File: config.mk
export PLATFORM = sky130hd
export DESIGN_NAME = div_ctrl
export DESIGN_NICKNAME = d
export VERILOG_FILES = /design/src/rtl/div_ctrl.sv
export SDC_FILE = /design/constraint.sdc
export NUM_CORES = 1
export LEC_CHECK = 0
export CORE_MARGIN = 10
export CORE_UTILIZATION = 59
export CTS_CLUSTER_SIZE = 10
export DETAILED_ROUTE_END_ITERATION = 8
export PLACE_DENSITY_LB_ADDON = 0.25
export SYNTH_ARGS = -nofsm -noshare
export SYNTH_HDL_FRONTEND = slang
export SYNTH_SLANG_ARGS = --single-unit
File: constraint.sdc
create_clock -name clk -period 18.91 [get_ports clk]
set_clock_uncertainty 0.15 [all_clocks]
set_input_delay 3.782 -clock clk [delete_from_list [all_inputs] [get_ports clk]]
set_output_delay 3.782 -clock clk [all_outputs]
set_load 0.01 [all_outputs]
File: src/rtl/div_ctrl.sv
// Sequencing controller for the RV32M divide path: handshake, sign handling,
// divide-by-zero/overflow shortcuts, one-entry result cache and flush recovery.
module div_ctrl #(
  parameter int TAG_W = 5
) (
  input  logic             clk,
  input  logic             rst,
  input  logic             req_valid,
  output logic             req_ready,
  input  logic [1:0]       req_op,
  input  logic [31:0]      req_a,
  input  logic [31:0]      req_b,
  input  logic [TAG_W-1:0] req_tag,
  input  logic             flush,
  output logic             rsp_valid,
  input  logic             rsp_ready,
  output logic [31:0]      rsp_data,
  output logic [TAG_W-1:0] rsp_tag,
  output logic             div_start,
  output logic [31:0]      div_dividend,
  output logic [31:0]      div_divisor,
  input  logic [31:0]      div_quotient,
  input  logic [31:0]      div_remainder,
  input  logic             div_done
);

  typedef enum logic [2:0] {IDLE, START, WAIT, RESP, DRAIN} state_e;

  state_e           state_q, state_d;
  logic             sel_rem_q, sel_rem_d;
  logic             signed_q, signed_d;
  logic [31:0]      a_q, a_d;
  logic [31:0]      b_q, b_d;
  logic [TAG_W-1:0] tag_q, tag_d;
  logic [31:0]      dividend_q, dividend_d;
  logic [31:0]      divisor_q, divisor_d;
  logic [31:0]      rsp_data_q, rsp_data_d;
  logic             cache_valid_q, cache_valid_d;
  logic             cache_signed_q, cache_signed_d;
  logic [31:0]      cache_a_q, cache_a_d;
  logic [31:0]      cache_b_q, cache_b_d;
  logic [31:0]      cache_quo_q, cache_quo_d;
  logic [31:0]      cache_rem_q, cache_rem_d;

  function automatic logic [31:0] neg32(input logic [31:0] x);
    return ~x + 32'd1;
  endfunction

  logic        req_signed, is_div0, is_ovf, cache_hit;
  logic [31:0] fast_quo, fast_rem, mag_a, mag_b, fix_quo, fix_rem;

  assign req_signed = ~req_op[0];
  assign is_div0    = (req_b == 32'd0);
  assign is_ovf     = req_signed && (req_a == 32'h8000_0000) && (req_b == 32'hFFFF_FFFF);
  assign cache_hit  = cache_valid_q && (cache_a_q == req_a) && (cache_b_q == req_b)
                      && (cache_signed_q == req_signed);

  // Divide-by-zero wins over overflow, which wins over the cached result.
  assign fast_quo = is_div0 ? 32'hFFFF_FFFF : (is_ovf ? 32'h8000_0000 : cache_quo_q);
  assign fast_rem = is_div0 ? req_a         : (is_ovf ? 32'd0         : cache_rem_q);

  // 0x80000000 negates to itself, which is exactly its unsigned magnitude.
  assign mag_a = (req_signed && req_a[31]) ? neg32(req_a) : req_a;
  assign mag_b = (req_signed && req_b[31]) ? neg32(req_b) : req_b;

  assign fix_quo = (signed_q && (a_q[31] ^ b_q[31])) ? neg32(div_quotient)  : div_quotient;
  assign fix_rem = (signed_q && a_q[31])             ? neg32(div_remainder) : div_remainder;

  always_comb begin
    // NOTE: every _d starts as its _q so no path through the case infers a latch.
    state_d        = state_q;
    sel_rem_d      = sel_rem_q;
    signed_d       = signed_q;
    a_d            = a_q;
    b_d            = b_q;
    tag_d          = tag_q;
    dividend_d     = dividend_q;
    divisor_d      = divisor_q;
    rsp_data_d     = rsp_data_q;
    cache_valid_d  = cache_valid_q;
    cache_signed_d = cache_signed_q;
    cache_a_d      = cache_a_q;
    cache_b_d      = cache_b_q;
    cache_quo_d    = cache_quo_q;
    cache_rem_d    = cache_rem_q;

    case (state_q)
      IDLE: begin
        if (req_valid && req_ready) begin
          sel_rem_d = req_op[1];
          signed_d  = req_signed;
          a_d       = req_a;
          b_d       = req_b;
          tag_d     = req_tag;
          if (is_div0 || is_ovf || cache_hit) begin
            rsp_data_d = req_op[1] ? fast_rem : fast_quo;
            state_d    = RESP;
          end else begin
            dividend_d = mag_a;
            divisor_d  = mag_b;
            state_d    = START;
          end
        end
      end
      START: state_d = flush ? IDLE : WAIT;
      WAIT: begin
        if (flush) begin
          state_d = div_done ? IDLE : DRAIN;
        end else if (div_done) begin
          cache_valid_d  = 1'b1;
          cache_signed_d = signed_q;
          cache_a_d      = a_q;
          cache_b_d      = b_q;
          cache_quo_d    = fix_quo;
          cache_rem_d    = fix_rem;
          rsp_data_d     = sel_rem_q ? fix_rem : fix_quo;
          state_d        = RESP;
        end
      end
      RESP:    if (flush || rsp_ready) state_d = IDLE;
      DRAIN:   if (div_done) state_d = IDLE;
      default: state_d = IDLE;
    endcase
  end

  // NOTE: sequential state uses non-blocking assignments only, so every flop
  // samples the pre-edge value of every other flop.
  always_ff @(posedge clk or posedge rst) begin
    if (rst) begin
      state_q        <= IDLE;
      sel_rem_q      <= 1'b0;
      signed_q       <= 1'b0;
      a_q            <= '0;
      b_q            <= '0;
      tag_q          <= '0;
      dividend_q     <= '0;
      divisor_q      <= '0;
      rsp_data_q     <= '0;
      // NOTE: only the valid bit must reset to invalidate the cache; the payload
      // is reset too so the outputs never expose X.
      cache_valid_q  <= 1'b0;
      cache_signed_q <= 1'b0;
      cache_a_q      <= '0;
      cache_b_q      <= '0;
      cache_quo_q    <= '0;
      cache_rem_q    <= '0;
    end else begin
      state_q        <= state_d;
      sel_rem_q      <= sel_rem_d;
      signed_q       <= signed_d;
      a_q            <= a_d;
      b_q            <= b_d;
      tag_q          <= tag_d;
      dividend_q     <= dividend_d;
      divisor_q      <= divisor_d;
      rsp_data_q     <= rsp_data_d;
      cache_valid_q  <= cache_valid_d;
      cache_signed_q <= cache_signed_d;
      cache_a_q      <= cache_a_d;
      cache_b_q      <= cache_b_d;
      cache_quo_q    <= cache_quo_d;
      cache_rem_q    <= cache_rem_d;
    end
  end

  assign req_ready    = (state_q == IDLE) && !flush;
  assign rsp_valid    = (state_q == RESP);
  assign rsp_data     = rsp_data_q;
  assign rsp_tag      = tag_q;
  assign div_start    = (state_q == START) && !flush;
  assign div_dividend = dividend_q;
  assign div_divisor  = divisor_q;

endmodule

==> metrics.md, run 1 <==
| Metric | Value |
|---|---|
| Run status | complete, no violations |
| Fin cells | ~2000 |
| Post-synth top cells | 300 x dfrtp_1, 177 x mux2_2, 128 x nand2_1 |
| R2r setup slk | roughly 15 ns |
| Synth cell types | 63 |
| Filler Cell Count | about 2000 |
| Die X | approximately 180 µm |
| Sequential share of the synthesized area | 0.468 |
| Iter 0 DRT Violations | 1405 |
| Synth Area in Simple Gates | 0.100 |
| Setup violators final | 0 |
| Worst-case reg-to-reg path depth | 7 |
| Critical path's largest stage delay | between 0.6 and 0.7 ns |
| Max-slew violations | 0 |
| Hold path start | cache_valid_q |
| Critical path class | input pin to output port |
| Global-route wire length before repair | between 70000 and 80000 µm |
| Drt first pass iters | 5 |
| Slew HR | 0.0416 |
| WP data required | 14.98 ns |
| Die Area | around 34000 µm² |
| Syn Inst Count | 1516 |
| Worst slew pin tran | 1.42 ns |
| Vias per inst | between 6 and 7 |
| Maximum vdd drop | between 0.00007 and 0.00008 V |
| Critical Path Source Type | input pin |
| Vias after detailed routing | between 10000 and 15000 |
| Nets | about 1900 |
| Antenna violations before repair | 2 |
| Reg area | between 7000 and 8000 µm² |
| Sum Neg Setup Slack | 0 ns |
| Chip height | between 150 and 200 µm |
| EDFF count, synth | 0 |
| Synth top area share | 0.468 |
| Largest net degree at the start of global routing | around 150 |
| Arr. time, crit path | roughly 5.5 ns |
| Total track usage | 0.274 |
| CP endpoint kind | output port |
| P&R area growth vs syn | 22.4% |
| Mux share of post-synthesis cell area | 0.163 |
| Top post-synthesis cells by area | dfrtp_1 47%, mux2_2 12%, xor2_1 5.5% |
| RePlAce Congestion | around 0.93 |
| CTS tree | done |
| Share of layout cells above drive strength 1 | 0.148 |
| Peak Freq | about 110 MHz |
| Row count | 60 |
| Hold Vio Cnt, Final | 0 |
| Clk pin slew, worst setup/hold paths | about 0.050 ns |
| DRC viols | 0 |
| Sinks on Clock Net | 300 |
| Drt wl/cell | roughly 23 µm |
| Avg Inst Size Synth | approximately 11 µm² |
| Worst Path Max Fanout | 7 |
| GRT overflow | 0 |
| Routed Antenna Nets | 0 |
| Tcrit/Tclk final | 0.498 |
| Main combinational cell family by area after synthesis | multiplexers |
| H-tree Lvls | 2 |
| WHS Path Cells | 1 |
| Clk Latency, worst-skew pair | 0.52 ns |
| # IOs | about 250 |
| Netlist Area Pre-Place | around 16000 µm² |
| Final HPWL DP | between 30000 and 40000 µm |
| RSZ-0062 raised after global routing | no |
| Cts hold-fix bufs | 0 |
| # Post-CTS Setup Buffers | 0 |
| Most common cell in the synthesized netlist | dfrtp_1 |
| Leading area contributor after synthesis | dfrtp_1 |
| Adder-Cell Fraction of Synth Area | 0.00390 |
| WL final | about 48000 µm |
| Max cap viols | 0 |
| Critical R2R Launch | cache_a_q[24] |
| Area of the multi-input gates | approximately 7900 µm² |
| Hold Path Sink | cache_valid_q |
| Input/output buffers | around 240 |
| Critical path's most frequent cell | clkdlybuf4s50_1 |
| Post-Synth XOR/XNOR Area | 0.0929 |
| Synthesis-stage register bit count | 300 |
| Synth Area in Compound Gates | 0.134 |
| Leak | ~8.2 nW |
| RR Endpoint | rsp_data[12] |
| YS warnings | 0 |
| Clk root buf | clkbuf_16 |
| Core Area | around 27000 µm² |
| Ys flop type | dfrtp_1 |
| Net Count, Synth | approximately 1700 |
| CTS-repair resized insts | 0 |
| Slowest CP cell | clkdlybuf4s50_1 |
| CTS Buf Count | 36 |
| Initial Util | 0.596 |
| Ys async rst share | 1.00 |
| Crit path cell chain | clkdlybuf4s50_1, nor4_1, clkdlybuf4s50_1 |
| Placed cells | about 2000 |
| Clock tree buffer depth | 3 |
| HP Class | flop to flop |
| Crit path time final | 9.42 ns |
| Vias in the first global route | approximately 13000 |
| Pwr dens | approximately 120 nW/µm² |
==> final cells by class <==
type                            count  share of cell area
Timing Repair Buffer              259               0.130
Sequential cell                   300               0.383
Clock buffer                       42              0.0487
Clock inverter                      3             0.00242
Multi-Input combinational cell   1065               0.405
Inverter                           43             0.00861
Antenna cell                        1            0.000128
Tap cell                          341              0.0218
==> report_power, final <==
group	internal (mW)	total [mW]	switching, mW
Sequential	0.881	1.02	0.142
Combinational	0.418	0.796	0.379
Clock	0.366	0.625	0.258
==> critical path, delay by kind of cell <==
kind	cells	cell delay [ns]
buf+inv	2	1.16
simple gates	1	0.54
==> through the flow <==
step | setup slack, ns | hold WS [ns] | power, mW | instance area (µm²) | utilization
2_1_floorplan | 6.69 | 0.284 | 1.47 | 16000 | -
3_3_place_gp | 9.53 | 0.299 | 1.78 | 18600 | 0.692
3_5_place_dp | 9.50 | 0.316 | 1.82 | 18600 | 0.692
4_1_cts | 9.48 | 0.318 | 2.45 | 19600 | 0.730
5_1_grt | 9.40 | 0.343 | 2.57 | 19600 | 0.730
6_report | 9.49 | 0.320 | 2.44 | 19600 | 0.730
==> state kept, by name, indices dropped and copies added (netlist names) <==
register / flops
sel_rem_q: 1
cache_a_q: 32
rsp_data: 32
a_q: 32
b_q: 32
cache_quo_q: 32
signed_q: 1
cache_rem_q: 32
div_dividend: 32
cache_b_q: 32
rsp_tag: 5
cache_valid_q: 1
state_q: 3
cache_signed_q: 1
div_divisor: 32
==> per-layer routing <==
layer / up-vias / wire length, µm / GRT usage
li1: 5842 / - / -
met1: 6496 / 19800 / 0.366
met2: 602 / 22000 / 0.424
met3: 86 / 4370 / 0.0733
met4: 0 / 1350 / 0.0888
met5: - / 0 / 0
==> worst max-delay path by stage <==
stage           from  slack, ns   endpoint
6_report       flush       9.49  req_ready
5_1_grt        flush       9.40  req_ready
4_1_cts        flush       9.48  req_ready
3_5_place_dp   flush       9.50  req_ready
3_3_place_gp   flush       9.53  req_ready
2_1_floorplan    rst       6.69     a_q[0]
==> cells by family after synthesis <==
group | Yosys count
XOR/XNOR | 170
AND/OR/NAND/NOR | 320
flip-flops | 300
AO/OA/AOI/OAI | 336
adder cells (fa/ha/maj) | 5
multiplexers | 234
buffers and inverters | 151
==> cells in the final DEF (no fill, tap or decap), drive strengths merged, types with 20 or more instances in the layout <==
master         count
dfrtp            300
clkbuf            42
a21oi             59
clkdlybuf4s50    244
o31ai             25
nor4              33
o211ai            29
nand4             21
o21ai            117
nand2            128
mux2             215
inv               45
nor2              45
or4               20
xnor2             69
xor2             101
Note: power is estimated with default switching activity, not from simulation.
==> run 2: changes to the inputs <==
--- a/config.mk
+++ b/config.mk
@@ -6,7 +6,7 @@
 export NUM_CORES = 1
 export LEC_CHECK = 0
 export CORE_MARGIN = 10
-export CORE_UTILIZATION = 59
+export CORE_UTILIZATION = 50
 export CTS_CLUSTER_SIZE = 10
 export DETAILED_ROUTE_END_ITERATION = 8
 export PLACE_DENSITY_LB_ADDON = 0.25
==> constraint.sdc (replaced) <==
create_clock -name clk -period 8.6 [get_ports clk]
set_clock_uncertainty 0.15 [all_clocks]
set_input_delay 1.72 -clock clk [delete_from_list [all_inputs] [get_ports clk]]
set_output_delay 1.72 -clock clk [all_outputs]
set_load 0.01 [all_outputs]
==> run 2 against run 1 <==
  * Cell count up 3.1%
  * Register-to-register slack worse by 9.9 ns
  * Sequential power up 120%
  * Worst setup slack worse by 7.2 ns
  * Count of clock-buffer cells in the layout up 1
  * Combinational power up 120%
  * Total power up 120%
  * Final area up 0.41%
  * Clock power up 110%
  * Die area up 16%
  * Critical endpoint is now rsp_data[14]
  * First-iteration DRC count down 31%
  * Sequential share of layout area down 0.16 points
==> metrics.md, run 2 (synthesized netlist as in run 1, its figures left out) <==
| Metric | Value |
|---|---|
| Clk root buf | clkbuf_16 |
| Die X | 199 µm (+7.7%) |
| Placed cells | 2070 (+3.1%) |
| Slew HR | 0.116 (+0.0743) |
| Hold Vio Cnt, Final | 0 (unchanged) |
| Hold WS | 0.322 ns (+0.00188 ns) |
| Power Internal | 3.63 mW (+120%) |
| Setup violators final | 0 (unchanged) |
| WL final | 48700 µm (+2.5%) |
| P&R area growth vs syn | 22.9% |
| Drt first pass iters | 5 (unchanged) |
| Cts hold-fix bufs | 0 (unchanged) |
| Max cap viols | 0 (unchanged) |
| WP data required | 8.83 ns (-6.15 ns) |
| Die Area | 39600 µm² (+16%) |
| Largest net degree at the start of global routing | 153 (+0.66%) |
| Vias in the first global route | 13207 (+0.45%) |
| Chip height | 199 µm (+7.7%) |
| Leak | 8.19 nW (about the same) |
| Filler Cell Count | 2639 (+34%) |
| Core Area | 31600 µm² (+17%) |
| Final WS setup | 2.28 ns (-7.21 ns) |
| Nets | 1852 (+0.054%) |
| Final HPWL DP | 35300 µm (+4.7%) |
| H-tree Lvls | 2 (unchanged) |
| Critical Path Source Type | input pin |
| Sw Ratio | 0.319 (about the same) |
| Drt wl/cell | 23.0 µm (-0.61%) |
| Antenna violations before repair | 4 (+2) |
| Vias per inst | 6.11 (-3.7%) |
| Vias after detailed routing | 12938 (-0.68%) |
| Sequential power share | 0.422 (+0.004) |
| CTS Buf Count | 36 (unchanged) |
| CTS tree | done |
| Setup Slack @ Placement | 1.89 ns (-7.60 ns) |
| Clock tree buffer depth | 3 (unchanged) |
| HP Class | flop to flop |
| Peak Freq | 158 MHz |
| Maximum vdd drop | 0.000163 V (+120%) |
| Clk pin slew, worst setup/hold paths | 0.06 ns (about the same) |
| # IOs | 245 (unchanged) |
| # Post-CTS Setup Buffers | 0 (unchanged) |
| Routed Antenna Nets | 0 (unchanged) |
| Reg area | 7510 µm² (unchanged) |
| Max-slew violations | 0 (unchanged) |
| Initial Util | 0.508 (-0.0884) |
| Arr. time, crit path | 6.55 ns (+1.06 ns) |
| Pwr dens | 271 nW/µm² (+120%) |
| CP endpoint kind | flop |
| GRT overflow | 0 (unchanged) |
| Crit path time final | between 6 and 7 ns |
| Clock Power Share | 0.250 (-0.006) |
| RSZ-0062 raised after global routing | no |
| Sum Neg Setup Slack | 0 ns (unchanged) |
| Area of the multi-input gates | 7950 µm² (about the same) |
| Iter 0 DRT Violations | 974 (-31%) |
| Total track usage | 0.241 (-0.0328) |
| Global-route wire length before repair | 74800 µm (+1.3%) |
| CTS-repair resized insts | 0 (unchanged) |
| Post-Route Utilization | 0.624 (-0.106) |
| Run status | complete, no violations |
| Most common cell after layout, fill and taps aside | dfrtp_1 |
| Critical path class | input pin to flop |
| Worst Path Max Fanout | 35 (+28) |
| Switching power total | 1.70 mW (+120%) |
| DRC viols | 0 (unchanged) |
| Most frequent cells in the layout | 300 x dfrtp_1, 244 x clkdlybuf4s50_1, 177 x mux2_2, 127 x nand2_1, 111 x o21ai_0 |
| RePlAce Congestion | 0.903 (-2.8%) |
| Worst slew pin tran | 1.32 ns (-0.103 ns) |
| Input/output buffers | 244 (unchanged) |
| Row count | 65 (+8.3%) |
| Fin cells | 2118 (+3.1%) |
| Share of layout cells above drive strength 1 | 0.148 (+0.000411) |
| Sinks on Clock Net | 300 (unchanged) |
| Combinational fraction of design power | 0.328 (+0.002) |
| Clk Latency, worst-skew pair | 0.51 ns (about the same) |
| Tcrit/Tclk final | 0.735 |
-- run 2: cell type report --
cell class,instances,share of cell area
sequential,300,0.381
clock inverter,3,0.00114
clock buffer,43,0.0487
inverter,43,0.00839
antenna,2,0.000254
tap,402,0.0255
multi-input combinational,1065,0.404
timing repair buffer,260,0.131
-- run 2: worst max-delay path, stage by stage --
cell and delay, ns:
clkdlybuf4s50_1 0.54, or3_1 0.48, nor3b_1 0.64, nand3_2 0.76, or4_1 1.18, nand3_1 0.32, o21bai_4 0.40, mux2_1 0.48
-- run 2: path summary, 6_finish.rpt --
check                      slack [ns]           from             end  depth (start not counted)
max in group asynchronous        4.92            rst      rsp_tag[1]                          4
hold / removal                   0.32  cache_valid_q   cache_valid_q                          1
hold reg to reg                  0.32  cache_valid_q   cache_valid_q                          1
setup / recovery                 2.28       req_a[2]    rsp_data[14]                          8
setup reg to reg                 4.77  cache_a_q[24]    rsp_data[14]                          7
min in group asynchronous        1.33            rst  cache_rem_q[5]                          2
-- run 2: power groups by stage --
stage | Sequential (mW) | Combinational (mW) | Clock, mW
6_report | 2.25 | 1.75 | 1.33
5_1_grt | 2.31 | 1.91 | 1.41
4_1_cts | 2.25 | 1.76 | 1.36
3_5_place_dp | 2.27 | 1.75 | 0
3_3_place_gp | 2.24 | 1.71 | 0
2_1_floorplan | 2.26 | 0.988 | 0
-- run 2: per-stage QoR --
stage	total power, mW	instance area, µm²
floorplan	3.24	16000
global placement	3.95	18700
detailed placement	4.01	18700
CTS	5.37	19700
global route	5.64	19700
finish	5.33	19700
-- run 2: per-layer routing --
layer / global-route usage / wire [µm]
met2: 0.374 / 22600
met4: 0.0814 / 1390
met3: 0.0498 / 3750
met5: 0 / 32
met1: 0.327 / 20900
==> run 3: changes to the inputs <==
--- a/config.mk
+++ b/config.mk
@@ -6,7 +6,7 @@
 export NUM_CORES = 1
 export LEC_CHECK = 0
 export CORE_MARGIN = 10
-export CORE_UTILIZATION = 50
+export CORE_UTILIZATION = 55
 export CTS_CLUSTER_SIZE = 10
 export DETAILED_ROUTE_END_ITERATION = 8
 export PLACE_DENSITY_LB_ADDON = 0.25
==> constraint.sdc (replaced) <==
create_clock -name clk -period 6.1 [get_ports clk]
set_clock_uncertainty 0.15 [all_clocks]
set_input_delay 1.22 -clock clk [delete_from_list [all_inputs] [get_ports clk]]
set_output_delay 1.22 -clock clk [all_outputs]
set_load 0.01 [all_outputs]
==> run 3 against run 2 <==
  * Register-to-register slack worse by 2.0 ns
  * Sequential power grew 41%
  * Worst hold slack got worse by 0.0035 ns
  * Non-clock buffer count is 12 higher
  * Global-route usage rose by 1.5 points
  * Critical path depth did not move
  * First-iteration DRC count up 42%
  * Utilization grew 6.4 points
  * Sequential share of layout area fell by 0.11 points
  * Cell count is 0.33% lower
  * Critical path type unchanged
  * Highest routed layer unchanged
==> metrics.md, run 3 (synthesized netlist as in run 1, its figures left out) <==
| Metric | Value |
|---|---|
| Run status | complete, no violations |
| Maximum vdd drop | 0.000246 V (+51%) |
| Peak Freq | approximately 210 MHz |
| Clock tree buffer depth | 3 (unchanged) |
| # Post-CTS Setup Buffers | 0 (unchanged) |
| Hold path start | cache_valid_q |
| GRT overflow | 0 (unchanged) |
| Critical path class | input pin to flop |
| RePlAce Congestion | 0.905 (+0.28%) |
| Input/output buffers | 244 (unchanged) |
| Most frequent cells in the layout | 300 x dfrtp_1, 244 x clkdlybuf4s50_1, 177 x mux2_2, 127 x nand2_1, 112 x o21ai_0 |
| Core Area | 28700 µm² (-9.0%) |
| CP endpoint kind | flop |
| Routed Antenna Nets | 0 (unchanged) |
| Cts hold-fix bufs | 0 (unchanged) |
| HP Class | flop to flop |
| Global-route wire length before repair | 74100 µm (-1.0%) |
| Hold WS | 0.318 ns (-0.00345 ns) |
| Pwr dens | 381 nW/µm² (+41%) |
| Drt first pass iters | 5 (unchanged) |
| DRC viols | 0 (unchanged) |
| Share of layout cells above drive strength 1 | 0.153 (+0.00485) |
| Die Area | 36400 µm² (-8.2%) |
| Largest net degree at the start of global routing | 189 (+24%) |
| Clk root buf | clkbuf_16 |
| R2r setup slk | 2.75 ns (-2.02 ns) |
| Clk pin slew, worst setup/hold paths | 0.06 ns (about the same) |
| Drt wl/cell | 22.4 µm (-2.4%) |
| CTS tree | done |
| Post-Route Utilization | 0.688 (+0.0640) |
| Tcrit/Tclk final | 0.779 |
| CTS-repair resized insts | 0 (unchanged) |
| Worst Path Max Fanout | 64 (+83%) |
| Fin cells | 2111 (-0.33%) |
| Row count | 62 (-4.6%) |
| Critical Path Source Type | input pin |
| Worst slew pin tran | 1.23 ns (-0.0872 ns) |
| CTS Buf Count | 36 (unchanged) |
| Crit path time final | ~4.8 ns |
| Final HPWL DP | 34100 µm (-3.3%) |
| Arr. time, crit path | 4.98 ns (-1.57 ns) |
| Placed cells | 2064 (-0.29%) |
| H-tree Lvls | 2 (unchanged) |
| Sinks on Clock Net | 300 (unchanged) |
| Max cap viols | 0 (unchanged) |
| Total track usage | 0.256 (+0.0148) |
| Clk Latency, worst-skew pair | 0.51 ns (about the same) |
| Filler Cell Count | 2181 (-17%) |
| Nets | 1864 (+0.65%) |
| Hold Vio Cnt, Final | 0 (unchanged) |
| P&R area growth vs syn | 23.2% |
| Most common cell after layout, fill and taps aside | dfrtp_1 |
| WP data required | 6.33 ns (-2.50 ns) |
| Vias in the first global route | 13039 (-1.3%) |
| Critical path origin | req_b[15] |
| Die X | 191 µm (-4.2%) |
| Slew HR | 0.177 (+0.0614) |
| Total Power | 7.52 mW (+41%) |
| Critical R2R Launch | state_q[1] |
| Sum Neg Setup Slack | 0 ns (unchanged) |
| Initial Util | 0.558 (+0.0505) |
| Iter 0 DRT Violations | 1383 (+42%) |
| Antenna violations before repair | 3 (-1) |
| Chip height | 191 µm (-4.2%) |
| Setup violators final | 0 (unchanged) |
| Vias per inst | 6.13 (+0.29%) |
| WL final | 47400 µm (-2.7%) |
| RSZ-0062 raised after global routing | no |
| # IOs | 245 (unchanged) |
| Leak | 8.24 nW (+0.67%) |
| Max-slew violations | 0 (unchanged) |
| Vias after detailed routing | 12932 (-0.046%) |
==> run 3: layer usage <==
layer,vias to the layer above,share of wire,track usage
li1,5879,-,-
met1,6426,0.44,0.359
met2,556,0.46,0.391
met3,69,0.079,0.0525
met4,2,0.022,0.0775
met5,-,0.00027,0
==> run 3: final timing paths <==
path | depth (start not counted) | endpoint
min in group asynchronous | 3 | rsp_data[3]
max reg2reg | 6 | rsp_data[21]
max in group asynchronous | 3 | div_dividend[26]
min | 1 | cache_valid_q
max | 8 | div_divisor[4]
min reg2reg | 1 | cache_valid_q
==> run 3: power breakdown <==
group	internal, mW	switching, mW	total, mW
logic	1.30	1.18	2.48
registers	2.73	0.444	3.17
clock network	1.10	0.764	1.87
==> run 3: area by class of cell <==
cell class	instances	area [µm²]	area share
repair buffers	272	2670	0.135
clock buffers	45	976	0.0494
multi-input cells	1065	7950	0.402
well taps	384	480	0.0243
flip-flops and latches	300	7510	0.380
diodes	2	5.00	0.000253
inverters	43	165	0.00836
==> run 3: worst max-delay path, stage by stage <==
cell and delay, ns:
clkdlybuf4s50_1 0.57, or4_1 0.59, or3_1 0.42, or4_1 0.91
o21ai_1 0.31, nor3_2 0.07, buf_4 0.42, mux2_1 0.44
==> run 3: through the flow <==
step	cell area, µm²	setup slack (ns)
final	19700	1.35
after global placement	18800	0.995
after detailed placement	18800	0.900
after global routing	19700	1.17
after CTS	19700	1.41
after floorplan	16000	0.743
